$ cat src/rtl/clk_ctrl_pkg.sv
// Shared types and constants for the CPU clock controller: FSM state encoding,
// reset divide ratio and pulse-counter width.
package clk_ctrl_pkg;

  typedef enum logic [1:0] {
    HALTED = 2'd0,
    RUN    = 2'd1,
    STEP   = 2'd2
  } clk_state_e;

  localparam int unsigned DEFAULT_DIV = 100_000;
  localparam int unsigned CE_COUNT_W  = 16;

endpackage

$ cat src/rtl/cpu_clock_controller_if.sv
// Control/status bundle between the CPU/board side (master) and the clock
// controller (slave).
interface cpu_clock_controller_if #(
  parameter int unsigned DIV_W = 32
);
  import clk_ctrl_pkg::*;

  logic                  mode_run;
  logic                  step_btn;
  logic                  halt_req;
  logic                  resume;
  logic                  div_load;
  logic [DIV_W-1:0]      div_value;
  logic                  div_ack;
  logic                  cpu_ce;
  logic                  phase_out;
  logic [1:0]            state;
  logic [CE_COUNT_W-1:0] ce_count;

  modport master (
    output mode_run, step_btn, halt_req, resume, div_load, div_value,
    input  div_ack, cpu_ce, phase_out, state, ce_count
  );

  modport slave (
    input  mode_run, step_btn, halt_req, resume, div_load, div_value,
    output div_ack, cpu_ce, phase_out, state, ce_count
  );

endinterface

$ cat src/rtl/step_debouncer.sv
// Debounces the synchronized step button: the output level follows the input
// only after the input has held a new level for DEBOUNCE_CYCLES cycles.
module step_debouncer #(
  parameter int unsigned DEBOUNCE_CYCLES = 1_000_000
) (
  input  logic clk_in,
  input  logic rst,
  input  logic level_in,
  output logic level_out
);

  localparam int unsigned CNT_W = $clog2(DEBOUNCE_CYCLES + 1);

  logic [CNT_W-1:0] cnt_q, cnt_d;
  logic             stable_q, stable_d;

  always_comb begin
    stable_d = stable_q;
    cnt_d    = '0;
    // Any return to the stable level (a bounce) restarts the qualification window.
    if (level_in != stable_q) begin
      if (cnt_q == CNT_W'(DEBOUNCE_CYCLES - 1)) begin
        stable_d = level_in;
      end else begin
        cnt_d = cnt_q + CNT_W'(1);
      end
    end
  end

  always_ff @(posedge clk_in) begin
    if (rst) begin
      cnt_q    <= '0;
      stable_q <= 1'b0;
    end else begin
      cnt_q    <= cnt_d;
      stable_q <= stable_d;
    end
  end

  assign level_out = stable_q;

endmodule

$ cat src/rtl/cpu_clock_controller.sv
// CPU clock-enable sequencer: free-run divider, single-step button and halt.
// Define STEP_DEBOUNCE_EN to insert step_debouncer in the step-button path.
module cpu_clock_controller
  import clk_ctrl_pkg::*;
#(
  parameter int unsigned DIV_W           = 32,
  parameter int unsigned DEFAULT_DIV     = clk_ctrl_pkg::DEFAULT_DIV,
  parameter int unsigned DEBOUNCE_CYCLES = 1_000_000
) (
  input logic                   clk_in,
  input logic                   rst,
  cpu_clock_controller_if.slave bus
);

  if (DIV_W < 2 || DEBOUNCE_CYCLES == 0) begin : g_bad_params
    $error("cpu_clock_controller: DIV_W must be >= 2 and DEBOUNCE_CYCLES >= 1");
  end

  clk_state_e            state_q, state_d;
  logic [DIV_W-1:0]      div_q, div_d;
  logic [DIV_W-1:0]      count_q, count_d;
  logic                  cpu_ce_q, cpu_ce_d;
  logic                  div_ack_q, div_ack_d;
  logic                  phase_q, phase_d;
  logic [CE_COUNT_W-1:0] ce_count_q, ce_count_d;
  logic                  sync1_q, sync1_d;
  logic                  sync2_q, sync2_d;
  logic                  level_prev_q, level_prev_d;
  logic                  step_level;
  logic                  step_edge;
  logic                  terminal;

`ifdef STEP_DEBOUNCE_EN
  step_debouncer #(
    .DEBOUNCE_CYCLES(DEBOUNCE_CYCLES)
  ) u_step_debouncer (
    .clk_in   (clk_in),
    .rst      (rst),
    .level_in (sync2_q),
    .level_out(step_level)
  );
`else
  assign step_level = sync2_q;
`endif

  assign terminal  = (count_q == div_q - DIV_W'(1));
  assign step_edge = step_level & ~level_prev_q;

  // NOTE: every variable gets a default at the top of the block so that no
  // path leaves it unassigned; otherwise synthesis infers a latch.
  always_comb begin
    sync1_d      = bus.step_btn;
    sync2_d      = sync1_q;
    level_prev_d = step_level;
    state_d      = state_q;
    div_d        = div_q;
    count_d      = count_q;
    cpu_ce_d     = 1'b0;
    div_ack_d    = 1'b0;

    // One event per cycle, highest priority first; a lower event in the same
    // cycle is dropped, which is how halt and load swallow a pending pulse.
    if (bus.halt_req) begin
      state_d = HALTED;
      count_d = '0;
    end else if (bus.div_load) begin
      div_d     = (bus.div_value > DIV_W'(1)) ? bus.div_value : DIV_W'(1);
      count_d   = '0;
      div_ack_d = 1'b1;
    end else begin
      unique case (state_q)
        HALTED: begin
          count_d = '0;
          if (bus.resume) state_d = bus.mode_run ? RUN : STEP;
        end
        RUN: begin
          if (!bus.mode_run) begin
            state_d = STEP;
            count_d = '0;
          end else if (terminal) begin
            count_d  = '0;
            cpu_ce_d = 1'b1;
          end else begin
            count_d = count_q + DIV_W'(1);
          end
        end
        STEP: begin
          count_d = '0;
          if (bus.mode_run) state_d = RUN;
          else if (step_edge) cpu_ce_d = 1'b1;
        end
        default: begin
          state_d = HALTED;
          count_d = '0;
        end
      endcase
    end

    // Built from next-state values so phase_out tracks the live counter.
    phase_d    = (state_d == RUN) && (count_d >= (div_d >> 1));
    ce_count_d = ce_count_q + CE_COUNT_W'(cpu_ce_d);
  end

  // NOTE: state is updated with non-blocking assignments so every flop samples
  // pre-edge values regardless of statement order.
  always_ff @(posedge clk_in) begin
    if (rst) begin
      state_q      <= HALTED;
      div_q        <= DIV_W'(DEFAULT_DIV);
      count_q      <= '0;
      cpu_ce_q     <= 1'b0;
      div_ack_q    <= 1'b0;
      phase_q      <= 1'b0;
      ce_count_q   <= '0;
      sync1_q      <= 1'b0;
      sync2_q      <= 1'b0;
      level_prev_q <= 1'b0;
    end else begin
      state_q      <= state_d;
      div_q        <= div_d;
      count_q      <= count_d;
      cpu_ce_q     <= cpu_ce_d;
      div_ack_q    <= div_ack_d;
      phase_q      <= phase_d;
      ce_count_q   <= ce_count_d;
      sync1_q      <= sync1_d;
      sync2_q      <= sync2_d;
      level_prev_q <= level_prev_d;
    end
  end

  assign bus.state     = state_q;
  assign bus.cpu_ce    = cpu_ce_q;
  assign bus.div_ack   = div_ack_q;
  assign bus.phase_out = phase_q;
  assign bus.ce_count  = ce_count_q;

endmodule

$ cat src/flat_wrapper.sv
// flat-port wrapper written by rule: the top's interface ports become plain ports
module cpu_clock_controller_flat import clk_ctrl_pkg::*;
#(
  parameter int unsigned DIV_W           = 32,
  parameter int unsigned DEFAULT_DIV     = clk_ctrl_pkg::DEFAULT_DIV,
  parameter int unsigned DEBOUNCE_CYCLES = 1_000_000
)
  (clk_in, rst, bus_mode_run, bus_step_btn, bus_halt_req, bus_resume, bus_div_load, bus_div_value, bus_div_ack, bus_cpu_ce, bus_phase_out, bus_state, bus_ce_count);
  cpu_clock_controller_if #(.DIV_W(DIV_W)) bus_i ();
  input logic clk_in;
  input logic rst;
  input wire logic [$bits(bus_i.mode_run)-1:0] bus_mode_run;
  input wire logic [$bits(bus_i.step_btn)-1:0] bus_step_btn;
  input wire logic [$bits(bus_i.halt_req)-1:0] bus_halt_req;
  input wire logic [$bits(bus_i.resume)-1:0] bus_resume;
  input wire logic [$bits(bus_i.div_load)-1:0] bus_div_load;
  input wire logic [$bits(bus_i.div_value)-1:0] bus_div_value;
  output wire logic [$bits(bus_i.div_ack)-1:0] bus_div_ack;
  output wire logic [$bits(bus_i.cpu_ce)-1:0] bus_cpu_ce;
  output wire logic [$bits(bus_i.phase_out)-1:0] bus_phase_out;
  output wire logic [$bits(bus_i.state)-1:0] bus_state;
  output wire logic [$bits(bus_i.ce_count)-1:0] bus_ce_count;
  assign bus_i.mode_run = bus_mode_run;
  assign bus_i.step_btn = bus_step_btn;
  assign bus_i.halt_req = bus_halt_req;
  assign bus_i.resume = bus_resume;
  assign bus_i.div_load = bus_div_load;
  assign bus_i.div_value = bus_div_value;
  assign bus_div_ack = bus_i.div_ack;
  assign bus_cpu_ce = bus_i.cpu_ce;
  assign bus_phase_out = bus_i.phase_out;
  assign bus_state = bus_i.state;
  assign bus_ce_count = bus_i.ce_count;
  cpu_clock_controller #(.DIV_W(DIV_W), .DEFAULT_DIV(DEFAULT_DIV), .DEBOUNCE_CYCLES(DEBOUNCE_CYCLES)) u_core (.clk_in(clk_in), .rst(rst), .bus(bus_i));
endmodule
$ cat config.mk
export PLATFORM = sky130hd
export DESIGN_NAME = cpu_clock_controller_flat
export DESIGN_NICKNAME = d
export VERILOG_FILES = /design/src/rtl/clk_ctrl_pkg.sv /design/src/rtl/cpu_clock_controller_if.sv /design/src/rtl/step_debouncer.sv /design/src/rtl/cpu_clock_controller.sv /design/src/flat_wrapper.sv
export SDC_FILE = /design/constraint.sdc
export NUM_CORES = 1
export LEC_CHECK = 0
export ABC_AREA = 0
export BUFFER_PORTS_ARGS = -buffer_cell sky130_fd_sc_hd__buf_2
export CORE_ASPECT_RATIO = 1.75
export CORE_MARGIN = 2
export CORE_UTILIZATION = 60
export CTS_CLUSTER_DIAMETER = 200
export DETAILED_ROUTE_END_ITERATION = 6
export MAX_ROUTING_LAYER = met4
export PLACE_DENSITY_LB_ADDON = 0.08
export SYNTH_ARGS = -nofsm -noshare
export SYNTH_HDL_FRONTEND = slang
export SYNTH_HIERARCHICAL = 1
export SYNTH_SLANG_ARGS = --single-unit
$ cat constraint.sdc
create_clock -name clk_in -period 6.6 [get_ports clk_in]
set_input_delay 0.66 -clock clk_in [delete_from_list [all_inputs] [get_ports clk_in]]
set_output_delay 0.66 -clock clk_in [all_outputs]
set_load 0.005 [all_outputs]
# Word-level counts from Yosys, hierarchy flattened
# Cells that the tools add are included.
# totals
reg_bits	88
elab_cells	50
input_bits	39
out_inout_bits	21
# classes
n_eq_ne	4
n_reduce_logical	4
add_sub_neg	3
n_bitwise	3
muxes	23
order_cmp	2
# ops
cell	n
$mux 32	8
$add 32x1->32 const B	1
$eq 32x32->1	1
$ge 32x31->1	1
$gt 32x1->1 const B	1
$sub 32x1->32 const B	1
$add 16x1->16	1
$mux 2	6
$mux 1	7
$pmux 2 s3	1
$eq 2x1->1 const B	2
$eq 2x2->1 const B	1
$logic_not 2->1	1
$not 1->1	2
$pmux 1 s2	1
$reduce_and 2->1	1
$reduce_or 2->1	1
$and 1x1->1	1
$logic_and 1x1->1	1

# Longest topological paths before layout
# Gate-level depths: netlist of the first run.
# logic_depth
word_depth	9
ltp_mapped	21
depth_no_buf	19

# Worst setup path before layout of the first run
# No wires, ideal clock.
# synth_timing
path_kind	register to register
from	register u_core.div_q[7]
to	register u_core.phase_q (netlist: u_core/bus.phase_out)
path_stages_with_launch	20
arrival_ps	4773
setup_ps	73
path_buffers	3
period_less_slack_ps	4846
slack_ps	1754
required_ps	6527
cell_sequence	dfxtp_1 > or4_1 > clkbuf_2 > or4_1 > clkbuf_2 > a311oi_2 > a21oi_1 > or3_1 > or3_4 > a2111oi_4 > buf_6 > nor3_1 > ha_1 > a21o_1 > a21o_1 > a21oi_1 > or4_1 > nand4_1 > o22ai_1 > o22ai_2
# synth_between
elab_chain_len	9
word_cells_on_any_way	11
classes_between	add/sub (1); order compare (1); eq/ne (1); mux (7); reduce/logical (1)
# synth_lines
item	line_no	source
from (decl)	cpu_clock_controller.sv:20	logic [DIV_W-1:0] div_q, div_d;
from (signal assigned)	cpu_clock_controller.sv:109	div_q <= DIV_W'(DEFAULT_DIV);
from (signal assigned)	cpu_clock_controller.sv:120	div_q <= div_d;
$sub 32x1->32	cpu_clock_controller.sv:46	assign terminal = (count_q == div_q - DIV_W'(1));
$eq 32x32->1	cpu_clock_controller.sv:46	
$mux 32	cpu_clock_controller.sv:80	end else if (terminal) begin
$mux 32	cpu_clock_controller.sv:77	if (!bus.mode_run) begin
$mux 32	cpu_clock_controller.sv:71	unique case (state_q)
$mux 32	cpu_clock_controller.sv:66	end else if (bus.div_load) begin
$mux 32	cpu_clock_controller.sv:63	if (bus.halt_req) begin
net u_core.count_d[13]	cpu_clock_controller.sv:21	logic [DIV_W-1:0] count_q, count_d;
$ge 32x31->1	cpu_clock_controller.sv:100	phase_d = (state_d == RUN) && (count_d >= (div_d >> 1));
$logic_and 1x1->1	cpu_clock_controller.sv:100	
to (signal assigned)	cpu_clock_controller.sv:124	phase_q <= phase_d;
to (decl)	cpu_clock_controller.sv:24	logic phase_q, phase_d;
# The timed path passes the listed nets, and every way through them passes these cells.
# A chain may end at the register's enable or synchronous reset.

# Worst setup path after layout of the first run
# layout_timing
from	register u_core.div_q[0]
to	register u_core.phase_q (netlist: u_core/bus.phase_out)
# Same word-level chain as after synthesis.

==> out/results.txt, run 1 <==
The flow ran to the end, and the final reports show no timing, DRC or antenna violations. Number of DRC markers in iteration 0: 250. The tool flagged a number of max-cap violations equal to 0.

The tools report the total clock buffers created by CTS as 9. The net count of the finished layout is 810. For the worst-skew pair, the clock arrives at the later sink with an insertion delay of 0.35 ns. The post-detailed-route count of antenna-violating nets was 0. The worst hold slack was 0.474 ns; the count of boundary I/O pins was 60. After synthesis, the most frequently instantiated cells are sky130_fd_sc_hd__dfxtp_1, sky130_fd_sc_hd__nor3_1, sky130_fd_sc_hd__nor2_1, sky130_fd_sc_hd__xor2_1, sky130_fd_sc_hd__ha_1. The die covers 10600 µm². The top cell type by area accounts for 30.2% of the synthesized area. The clock root buffer master is sky130_fd_sc_hd__clkbuf_16. Count of placed standard cells including taps: 843. For this design, the sink count on the clock tree is 88.

From bottom edge to top edge, the die measures 134 µm. In this run the tightest slew margin relative to its limit is 12.7%. Cells fill 68.2% of the core in the end. Detailed placement ended at an HPWL of 13300 µm. Setup repair after global routing left no endpoint under its margin. The tools report the post-synthesis cell count as 692. Of the total power, registers draw 46.0%.

The worst setup path is launched from a register. Timing would allow up to 0.180 GHz. Entering global routing, the biggest net connects 58 pins. The mean instance size in the synthesized netlist was 8.43 µm²; the synthesized netlist net count was 770. Number of antenna violations at the first check in global routing: 0. The register clock-pin slew on the reported worst setup and hold paths works out to 0.07 ns. TritonCTS built the clock tree. The run gives 6.88 ns as the data required time of the worst path. Across the VDD grid, the largest voltage drop is 0.145 mV. The fraction of layout cells with a size suffix above 1 is 13.0%. The tools report the effective utilization at floorplan as 61.6%. The clock network burns 42.3% of the power. Summed over all cells, the static leakage comes to 2.50 nW.

The power density of the placed cells was 188 nW/µm²; the final worst-path cycle share was 84.0%. The synthesized design spends more area on one cell type than any other, namely sky130_fd_sc_hd__dfxtp_1. After layout, the design draws a total of 1.21 mW. For the worst setup path, the data arrival time is 5.83 ns. By startpoint and endpoint, the worst setup path is classified as reg -> reg.

The layout-stage area growth over the synthesis result came out at 10.6%. Summing the sequential cell areas from Yosys gives 30.2% of the chip area. In this run, synthesis inferred 0 flip-flops with an integrated enable. The number of antenna diodes came out at 0.

Switching power as a share of total power: 28.5%. Prior to clock tree synthesis, the placed netlist has a worst setup slack of 1.17 ns. The worst path in the final design needs a cycle of 5.54 ns, including I/O delays and setup. Global routing consumed, over all layers together, 35.0% of the routing resources.

Synthesis inferred 88 register bits. After floorplanning, the core was divided into 47 placement rows. The number of DRC violations after detailed routing is 0, and the average wire length per cell after detail routing is 20.3 µm. The final weighted congestion in routability-driven placement was 1.00; the post-CTS resize count was 0. The async set-or-reset flop fraction in the synthesized netlist was 0%. The most used flip-flop cell after synthesis is sky130_fd_sc_hd__dfxtp_1. The netlist uses 58 different library cells. The core area is 9470 µm². During synthesis, Yosys emitted a total of 6 warnings.

The count of hold buffers inserted by post-cts repair came out at 0. For the minimum setup slack in the final design, the log shows 1.06 ns. The iteration count of the initial detailed-routing pass came out at 5. After detailed placement, the total cell area comes to 6160 µm². The number of inserted filler cells in the final layout came out at 827. The via density per instance was 6.40; the vias after detailed routing was 5498. Cell internal power was estimated by the tool at 0.867 mW.

In this run the horizontal extent of the chip is 78.6 µm. The first global-routing pass estimated 27800 µm of wire. Setup violations remaining at the end of the flow were counted as 0. The number of endpoints with negative hold slack in the final report is 0, and the peak fanout along the critical path is 26. Among all cell types in the netlist, the one instantiated most often is sky130_fd_sc_hd__dfxtp_1. Post-CTS timing repair inserted 0 buffers for setup. The number of cells in the finished layout apart from fillers is 859.

The slew at the pin closest to its max-slew limit works out to 1.29 ns. The run gives 0 as the final-report max-slew violation count. The count of buffers added on input and output ports is 59.

The cell area after layout came out at 6450 µm². The H-tree was split into 3 levels. By area the synthesized netlist is led by sky130_fd_sc_hd__dfxtp_1, sky130_fd_sc_hd__ha_1, sky130_fd_sc_hd__nor3_1.

The routed design has 17500 µm of wire. Global routing finished with a remaining overflow of 0. The combinational power share came out at 11.7%. The net switching power of the design is 0.346 mW, and the buffer depth of the longest clock path is 2. The nature of the critical path endpoint is a register. The worst hold path belongs to the class reg -> reg. For the via count of the first global-routing pass, the log shows 5495.

Summed over all failing endpoints, the final setup total negative slack is 0 ns. The clock arrives with 0.00870 ns of skew. In this run the cell area of the synthesized design comes to 5840 µm².
==> flip-flops by register name, indices dropped and copies added (netlist names) <==
register and flops:
u_core/level_prev_d 1, u_core/bus.ce_count 16, u_core/div_q 32, u_core/bus.div_ack 1
u_core/sync1_q 1, u_core/bus.cpu_ce 1, u_core/bus.phase_out 1, u_core/bus.state 2
u_core/count_q 32, u_core/level_prev_q 1
==> routing by layer <==
layer	global-route usage, %	wire, µm
met5	-	0
met4	21.9	1070
met3	4.41	700
met2	63.1	9440
met1	35.1	6250
==> cell families (layout without fill, tap and decap cells) <==
kind of cell,count (synthesis),in the layout,share of synthesized area [%]
AND/OR/NAND/NOR,318,318,29.4
flip-flops,88,88,30.2
AO/OA/AOI/OAI,86,86,10.4
XOR/XNOR,79,79,11.9
buffers and inverters,48,93,3.92
adder cells (fa/ha/maj),39,39,8.36
multiplexers,34,34,5.87
==> worst max-delay path, cell delays in order, from the launching register on <==
cell	delay, ns
sky130_fd_sc_hd__dfxtp_1	0.37
sky130_fd_sc_hd__inv_1	0.08
sky130_fd_sc_hd__ha_1	0.20
sky130_fd_sc_hd__or3b_2	0.51
sky130_fd_sc_hd__or4_1	0.59
sky130_fd_sc_hd__a311oi_2	0.29
sky130_fd_sc_hd__a21oi_1	0.11
sky130_fd_sc_hd__or3_1	0.37
sky130_fd_sc_hd__or3_4	0.34
sky130_fd_sc_hd__a2111oi_4	0.30
sky130_fd_sc_hd__buf_4	0.37
sky130_fd_sc_hd__nor3_1	0.13
sky130_fd_sc_hd__ha_1	0.31
sky130_fd_sc_hd__nand4_1	0.18
sky130_fd_sc_hd__nor4_1	0.59
sky130_fd_sc_hd__o21ai_0	0.17
sky130_fd_sc_hd__nor2_1	0.13
sky130_fd_sc_hd__o21a_1	0.19
sky130_fd_sc_hd__o22ai_1	0.09
sky130_fd_sc_hd__o22ai_2	0.13
==> worst paths after layout <==
path	startpoint	slack (ns)	to	depth (start not counted)
setup / recovery	u_core/div_q[0]	1.06	u_core/bus.phase_out	19
hold reg to reg	u_core/sync1_q	0.47	u_core/level_prev_d	1
hold / removal	u_core/sync1_q	0.47	u_core/level_prev_d	1
setup reg to reg	u_core/div_q[0]	1.06	u_core/bus.phase_out	19
==> area by class of cell <==
| class | instances | area, µm² | share of cell area [%] |
|---|---|---|---|
| clock buffer | 9 | 225 | 3.49 |
| clock inverter | 7 | 67.6 | 1.05 |
| inverter | 10 | 37.5 | 0.582 |
| multi-input combinational | 556 | 3850 | 59.7 |
| sequential | 88 | 1760 | 27.3 |
| tap | 122 | 153 | 2.37 |
| timing repair buffer | 67 | 355 | 5.51 |
==> power groups by stage <==
| stage | registers [mW] | clock network (mW) | logic [mW] |
|---|---|---|---|
| after global routing | 0.559 | 0.540 | 0.154 |
| after detailed placement | 0.570 | 0 | 0.139 |
| after CTS | 0.558 | 0.520 | 0.140 |
| final | 0.558 | 0.513 | 0.142 |
| after floorplan | 0.564 | 0 | 0.0964 |
| after global placement | 0.569 | 0 | 0.138 |
==> cell usage in the layout (no fill, tap or decap), drive strengths merged, types with 4 or more instances in the layout <==
cell type  count
a21oi         23
nor3          74
inv           15
dfxtp         88
ha            39
nor4          21
nand2b        16
nor4b          6
and3          14
buf           67
clkbuf         9
o21ai         17
nor2b         16
o22ai          5
or3           10
a21o           9
or4           13
xor2          41
nand4         17
a31oi          4
xnor2         38
mux2i         32
nand2         28
nor2          61
nand3         25
(Power assumes the default switching activity.)
==> run 2, diff against run 1 <==
--- a/config.mk
+++ b/config.mk
@@ -5,11 +5,11 @@
 export SDC_FILE = /design/constraint.sdc
 export NUM_CORES = 1
 export LEC_CHECK = 0
-export ABC_AREA = 0
+export ABC_AREA = 1
 export BUFFER_PORTS_ARGS = -buffer_cell sky130_fd_sc_hd__buf_2
 export CORE_ASPECT_RATIO = 1.75
 export CORE_MARGIN = 2
-export CORE_UTILIZATION = 60
+export CORE_UTILIZATION = 55
 export CTS_CLUSTER_DIAMETER = 200
 export DETAILED_ROUTE_END_ITERATION = 6
 export MAX_ROUTING_LAYER = met4
==> constraint.sdc (replaced) <==
create_clock -name clk_in -period 4.5 [get_ports clk_in]
set_input_delay 0.45 -clock clk_in [delete_from_list [all_inputs] [get_ports clk_in]]
set_output_delay 0.45 -clock clk_in [all_outputs]
set_load 0.005 [all_outputs]
==> out/results.txt, run 2 <==
The run finished with clean final reports. The worst path uses 90.3% of the clock period. The number of antenna diodes was 0; the leakage power figure was 3.39 nW. Leaving out fill and tap cells, the most frequent cells in the layout are sky130_fd_sc_hd__nand2_1, sky130_fd_sc_hd__nor2_1, sky130_fd_sc_hd__inv_1, sky130_fd_sc_hd__dfxtp_1, sky130_fd_sc_hd__buf_2.

The run gives 9290 µm as the total met2 wirelength after detailed routing. The unique cell type count in the Yosys netlist is 41, and the met1 layer wirelength in the final routing is 6650 µm. The count of buffering cells on the critical path with inverters included came out at 3. After floorplanning, the core was sized to cover 11200 µm².

The global-route wire length before repair was 28300 µm; the minimum setup slack in the final design was 0.436 ns. For this block, the via count after detailed routing is 6163. The commonest cells after synthesis are sky130_fd_sc_hd__nand2_1, sky130_fd_sc_hd__nor2_1, sky130_fd_sc_hd__inv_1, sky130_fd_sc_hd__dfxtp_1, sky130_fd_sc_hd__xor2_1. The synthesized netlist net count came out at 1049. The most used flip-flop cell after synthesis is sky130_fd_sc_hd__dfxtp_1. For this configuration, the core starts out at a cell density of 56.8%.

The tools report the latest clock arrival within the worst-skew pair as 0.35 ns. Dividing total power by cell area gives a power density of 268 nW/µm². The first routing iteration left 253 violations. The cell family contributing the most delay on the critical path is simple AND/OR/NAND/NOR gates.

For the met3 routed wirelength, the log shows 599 µm. The via count of the first global-routing pass was 6021; the die area was 12400 µm². The cell that appears most often on the critical path is sky130_fd_sc_hd__nand2_1.

The H-tree was split into 3 levels. For this run, the post-layout net count is 1105. Between clock sinks in the finished design, the worst skew comes to 0.00931 ns.

Most common cell after layout, fill and taps aside: sky130_fd_sc_hd__nand2_1. The peak ir drop on the vdd network is 0.226 mV. The sort of element at the start of the critical path was a register. The count of nets left with antenna violations once routing finished came out at 0. Clock-pin slew was measured on the worst setup and hold paths at 0.07 ns. The total negative slack was 0 ns; the count of state elements after synthesis was 88. Topmost layer with routed signal wires: met4. Slew at the pin closest to its max-slew limit: 1.03 ns. Startpoint-to-endpoint class of the critical path: reg -> reg. In the post-synthesis netlist, the cell with the most instances is sky130_fd_sc_hd__nand2_1. The run gives 0 as the number of endpoints with negative hold slack in the final report.

The logs give 17300 µm for the wire length after detailed routing and 29.5% for the all-layer global routing usage. The run gives 1145 as the count of placed standard cells including taps. The total power draw is 1.90 mW. During I/O placement, the number of pins put on the boundary was 60.

The pre-antenna-repair detailed-routing pass consisted of 5 iterations. The mean instance size in the synthesized netlist was 6.53 µm². For the buffer depth of the longest clock path, the log shows 2. Counting flops with an async set or reset pin after synthesis yields a share of 0%. The layout-stage area growth over the synthesis result is 11.5%. Clock tree synthesis inserted a total of 9 buffers. Summing all placed instances gives a cell area of 6710 µm². The run gives 0 as the number of antenna violations at the first check in global routing. Worst-path cell with the longest stage delay: sky130_fd_sc_hd__a211oi_1. Final weighted congestion in routability-driven placement: 1.01.

The maximum number of pins on one net before global-route repair is 51. The number of inserted filler cells in the final layout is 1102, and the number of DRC violations after detailed routing is 0. Derived from the worst setup path, the maximum achievable clock frequency is 0.246 GHz.

The number of enable flip-flop cells after synthesis is 0. By area the synthesized netlist is led by sky130_fd_sc_hd__dfxtp_1, sky130_fd_sc_hd__nand2_1, sky130_fd_sc_hd__nor2_1. The worst hold slack is 0.311 ns, and the largest stage delay on the critical path is 0.38 ns.

The fraction of post-synthesis cell area in the top cell type by area works out to 27.8%. The final-report max-slew violation count is 0. The final-report setup violation count was 0. The number of warnings reported in the yosys synthesis log is 6, and the minimum clock period after layout is 4.06 ns. The largest total area in the synthesized netlist belongs to sky130_fd_sc_hd__dfxtp_1. The tools report the number of cells in the finished layout apart from fillers as 1164.

For this run, the register share of the synthesized area comes to 27.8%. The fraction of layout cells with a size suffix above 1 is 13.8%, and the worst relative slew slack is 31.1%. In the synthesized netlist, the number of instances is 971. In this run the cell area of the synthesized design comes to 6340 µm². For the worst setup path, the data required time is 4.75 ns.

TritonCTS built the clock tree. The die is 146 µm tall. The via density per instance is 5.29, and the worst slack at placement is 0.342 ns. Data arrival at the endpoint of the critical path: 4.31 ns. The tool flagged a number of max-cap violations equal to 0. In this run the horizontal extent of the chip is 85.2 µm.

Cell area after layout: 7070 µm². The peak fanout along the critical path was 23. Clock root buffer master: sky130_fd_sc_hd__clkbuf_16. The average wire length per cell after detail routing is 14.9 µm, and the post-route core utilization is 63.3%. In this run the tool buffered the top-level ports with 59 buffer cells.

Detailed placement finished with a half-perimeter wire length of 13600 µm. The total number of clock tree sinks is 88. The nature of the critical path endpoint was a register.

In this run the worst hold path is classified as in -> reg. For this run the aggregate overflow at the end of global routing stands at 0. The initialized floorplan defines 51 standard-cell rows.
-- run 2: cell count changes in the layout (fill, tap and decap cells not counted), sizes merged, moves of 10 or more --
| cell | delta |
|---|---|
| nor3 | -30 |
| xnor2 | -23 |
| nor2b | -16 |
| or4 | -13 |
| mux2i | -31 |
| or3 | -10 |
| nor4 | -12 |
| nor2 | +108 |
| inv | +125 |
| and3 | -11 |
| nand2b | -16 |
| nand2 | +233 |
| nand3 | +20 |
-- run 2: path summary, 6_finish.rpt --
kind	startpoint	end	slack [ns]	cells past startpoint
worst max-delay path	u_core/div_q[0]	u_core/bus.phase_out	0.44	27
worst min-delay path	bus_step_btn	u_core/sync1_q	0.31	3
worst max register to register	u_core/div_q[0]	u_core/bus.phase_out	0.44	27
worst min register to register	u_core/sync1_q	u_core/level_prev_d	0.41	2
-- run 2: what timing repair did --
item / in CTS / in global routing
resized for setup: 0 / 4
hold buffers: 0 / 0
endpoints found under the setup margin: 0 / 5
buffers inserted: 0 / 3
endpoints found under the hold margin: 0 / 0
-- run 2: cells by family after synthesis --
group,count (synthesis),share of synthesized area [%]
flip-flops,88,27.8
XOR/XNOR,62,8.56
adder cells (fa/ha/maj),39,7.69
AND/OR/NAND/NOR,561,40.0
AO/OA/AOI/OAI,60,5.23
buffers and inverters,160,10.6
multiplexers,1,0.158
-- run 2: layer usage --
| layer | GRT usage, % | vias to the layer above |
|---|---|---|
| li1 | - | 3150 |
| met1 | 30.2 | 2803 |
| met2 | 53.8 | 157 |
| met3 | 4.01 | 53 |
| met4 | 14.1 | 0 |
| met5 | - | - |
-- run 2: area by class of cell --
cell class | instances | area, µm² | share of cell area [%]
multi-input combinational | 723 | 3930 | 55.5
tap | 132 | 165 | 2.34
clock inverter | 6 | 97.6 | 1.38
clock buffer | 10 | 229 | 3.24
timing repair buffer | 68 | 375 | 5.31
inverter | 137 | 517 | 7.31
sequential | 88 | 1760 | 24.9
-- run 2: worst register-to-register path, stage by stage (launching register included) --
cell	delay [ns]
sky130_fd_sc_hd__dfxtp_1	0.32
sky130_fd_sc_hd__inv_1	0.12
sky130_fd_sc_hd__ha_1	0.20
sky130_fd_sc_hd__nand2_1	0.14
sky130_fd_sc_hd__nor2_4	0.18
sky130_fd_sc_hd__buf_4	0.14
sky130_fd_sc_hd__xor2_1	0.17
sky130_fd_sc_hd__nand3_1	0.08
sky130_fd_sc_hd__nor2_1	0.19
sky130_fd_sc_hd__nand2_1	0.08
sky130_fd_sc_hd__nor2_1	0.13
sky130_fd_sc_hd__nand3_2	0.13
sky130_fd_sc_hd__nand2_2	0.32
sky130_fd_sc_hd__buf_12	0.23
sky130_fd_sc_hd__nor2_1	0.07
sky130_fd_sc_hd__ha_1	0.29
sky130_fd_sc_hd__a21oi_1	0.16
sky130_fd_sc_hd__nor3_1	0.06
sky130_fd_sc_hd__a211oi_1	0.38
sky130_fd_sc_hd__nand2_1	0.10
sky130_fd_sc_hd__nand2_1	0.07
sky130_fd_sc_hd__nand2_1	0.09
sky130_fd_sc_hd__nand2_1	0.08
sky130_fd_sc_hd__nand2_1	0.04
sky130_fd_sc_hd__nand2_1	0.06
sky130_fd_sc_hd__nand2_1	0.04
sky130_fd_sc_hd__nand2_1	0.05
sky130_fd_sc_hd__a21oi_1	0.05
-- run 2: where the power goes --
group / total [mW] / leakage (nW) / internal (mW) / switching (mW)
Sequential: 0.816 / 0.714 / 0.795 / 0.0210
Combinational: 0.247 / 2.52 / 0.0830 / 0.164
Clock: 0.832 / 0.160 / 0.496 / 0.336
Total: 1.90 / 3.39 / 1.37 / 0.521
==> run 3, diff against run 2 <==
--- a/config.mk
+++ b/config.mk
@@ -9,7 +9,7 @@
 export BUFFER_PORTS_ARGS = -buffer_cell sky130_fd_sc_hd__buf_2
 export CORE_ASPECT_RATIO = 1.75
 export CORE_MARGIN = 2
-export CORE_UTILIZATION = 55
+export CORE_UTILIZATION = 61
 export CTS_CLUSTER_DIAMETER = 200
 export DETAILED_ROUTE_END_ITERATION = 6
 export MAX_ROUTING_LAYER = met4
==> constraint.sdc (replaced) <==
create_clock -name clk_in -period 3.8 [get_ports clk_in]
set_input_delay 0.38 -clock clk_in [delete_from_list [all_inputs] [get_ports clk_in]]
set_output_delay 0.38 -clock clk_in [all_outputs]
set_load 0.005 [all_outputs]
==> out/results.txt, run 3 (synthesis results as in run 2) <==
The total clock buffers created by CTS was 9. Power spread over the standard cell area amounts to 295 nW/µm². Based on the critical path, the design can be clocked at up to 0.266 GHz. The tools report the wire length after detailed routing as 18000 µm. The first global-routing pass estimated 28700 µm of wire. The worst relative slew slack is 38.4%.

Tracing the worst setup path back leads to its startpoint at u_core/div_q[1]. Setup repair after global routing could not meet its margin everywhere. The tree built by TritonCTS fans out to 88 sinks. Via count of the first global-routing pass: 6228. The worst setup path is captured at a register. The width of the die is 81.1 µm. The clock reaches the later pin of the worst-skew pair after 0.35 ns. The minimum clock period after layout is 3.76 ns.

The logs give 0 for the number of antenna diodes and 3.60 nW for the leakage power figure. The run finished with clean final reports. The tools report the capturing element of the worst setup path as u_core/bus.phase_out. Among all stages on the critical path, the largest delay is contributed by sky130_fd_sc_hd__dfxtp_2. Across all register-to-register paths, the minimum setup slack is 0.04 ns. No sink is reached through more buffers than the 2 on the longest clock path. Across every metal layer, demand over resource in global routing totals 33.9%.

Once detail routing completed, the nets flagged for antenna violations numbered 0. The cell that appears most often on the critical path is sky130_fd_sc_hd__nand2_1. Final-report max-slew violation count: 0.

For the peak ir drop on the vdd network, the log shows 0.257 mV. The worst setup path is of the reg -> reg kind. Once routing completed, OpenROAD measured the worst setup slack at 0.0394 ns. The classification of the worst-slack hold path is in -> reg. Dividing the detail-routed via count by the number of cells gives 5.37.

Across the run, the number of max-cap violations was 0. The top cell types in the final layout, fill and taps aside, are sky130_fd_sc_hd__nand2_1, sky130_fd_sc_hd__nor2_1, sky130_fd_sc_hd__inv_1, sky130_fd_sc_hd__dfxtp_1, sky130_fd_sc_hd__buf_2. In the final routed layout, each cell accounts on average for 15.1 µm. The final worst-path cycle share was 99.0%. The tools report the layout net count as 1142.

The layout-stage area growth over the synthesis result is 19.1%. Measured along the y axis, the die boundary spans 139 µm. STA puts the critical path data required time at 4.04 ns. For this run, the share of the core covered by cells in the final layout is 74.2%. For the pin with the worst max-slew slack, the measured transition is 0.924 ns.

The number of endpoints with negative hold slack in the final report came out at 0. The worst flop-to-flop path startpoint is u_core/div_q[1]. Number of DRC violations after detailed routing: 0. The setup clock skew after layout came out at 0.00552 ns. The total overflow left after global routing is 0.

The worst setup path is launched from a register. The fraction of layout cells with a size suffix above 1 works out to 20.9%. The worst register-to-register path ends at u_core/bus.phase_out.

The final HPWL from detailed placement came out at 13900 µm. The number of antenna violations at the first check in global routing was 0. In this run the worst path has a maximum fanout of 8. The logs give 60 for the count of boundary I/O pins and 10200 µm² for the core area. The worst-case reg-to-reg path depth came out at 32.

For the final weighted congestion in routability-driven placement, the log shows 1.00. The tools report the total negative slack as 0 ns. After clock tree synthesis, the flow added hold-fix buffers numbering 0. The register clock-pin slew on the reported worst setup and hold paths was 0.07 ns. In this run the number of H-tree levels came out at 3. Iteration count of the initial detailed-routing pass: 5.

The most common cell after layout, fill and taps aside was sky130_fd_sc_hd__nand2_1. The clock root buffer master was sky130_fd_sc_hd__clkbuf_16. The logs give 907 for the number of inserted filler cells in the final layout and 329 for the number of DRC markers in iteration 0. The initialized floorplan defines 49 standard-cell rows. For the worst setup path, the data arrival time is 4.00 ns. The number of buffers inserted by port buffering was 59; the worst slack at placement was -0.0644 ns. Setup violations remaining at the end of the flow were counted as 0. The logs give 11300 µm² for the die area and 74 for the maximum number of pins on one net before global-route repair. TritonCTS built the clock tree. In this design, the stage delay of the slowest critical-path cell is 0.34 ns.

Across all layers, the routed design uses 6419 vias. Effective utilization at floorplan: 62.3%.
==> run 3: changes by cell type in the layout (fill, tap and decap cells not counted), sizes merged <==
cell      previous run  this run
buf                 68       105
clkinvlp             0         2
bufinv               2         1
clkbuf              10         9
clkinv               1         0
inv                140       141
==> run 3: cell type report <==
class                   instances  area, µm²  area share (%)
clock buffers                   9        225            2.98
clock inverters                 7       87.6            1.16
inverters                     137        517            6.84
multi-input cells             723       4130            54.7
flip-flops and latches         88       1770            23.4
well taps                     127        159            2.10
repair buffers                105        667            8.83
==> run 3: worst max-delay path, delay by kind of cell (launching register included) <==
| kind | cells | cell delay (ns) |
|---|---|---|
| AO/OA/AOI/OAI | 3 | 0.44 |
| AND/OR/NAND/NOR | 21 | 1.75 |
| adder cells (fa/ha/maj) | 2 | 0.46 |
| flip-flops | 1 | 0.34 |
| buffers and inverters | 6 | 0.67 |
==> run 3: report_power, final <==
group / internal, mW / switching (mW) / leakage (nW)
combinational: 0.120 / 0.202 / 2.74
clock: 0.526 / 0.413 / 0.148
sequential: 0.942 / 0.0258 / 0.715
total: 1.59 / 0.641 / 3.60
==> run 3: worst min-delay path by stage <==
stage | start | to | slack, ns | cells after the start
6_report | bus_step_btn | u_core/sync1_q | 0.24 | 3
5_1_grt | bus_step_btn | u_core/sync1_q | 0.25 | 3
4_1_cts | bus_step_btn | u_core/sync1_q | 0.24 | 3
3_5_place_dp | u_core/sync1_q | u_core/level_prev_d | 0.41 | 2
3_3_place_gp | u_core/sync1_q | u_core/level_prev_d | 0.41 | 2
2_1_floorplan | u_core/sync1_q | u_core/level_prev_d | 0.39 | 2
==> run 3: per-stage QoR <==
stage / std cells / instance area, µm² / hold WS (ns) / total power, mW
after global routing: 1196 / 7550 / 0.252 / 2.33
after floorplan: 971 / 6340 / 0.388 / 1.18
after CTS: 1182 / 7220 / 0.238 / 2.22
after detailed placement: 1165 / 6880 / 0.412 / 1.28
after global placement: 1165 / 6880 / 0.408 / 1.28
final: 1196 / 7550 / 0.243 / 2.23
==> run 3: timing repair <==
action,in CTS,in global routing
setup endpoints to repair,3,8
resized for setup,5,65
pin swaps,1,25
setup buffers,1,14
==> run 3: metal layers <==
| layer | share of wire, % | track usage (%) | wire length, µm | vias to the layer above |
|---|---|---|---|---|
| met5 | 0 | - | 0 | - |
| met4 | 7.5 | 22.2 | 1350 | 0 |
| met3 | 3.8 | 6.45 | 680 | 90 |
| met2 | 54 | 59.1 | 9700 | 178 |
| met1 | 35 | 32.9 | 6290 | 2915 |
| li1 | - | - | - | 3236 |
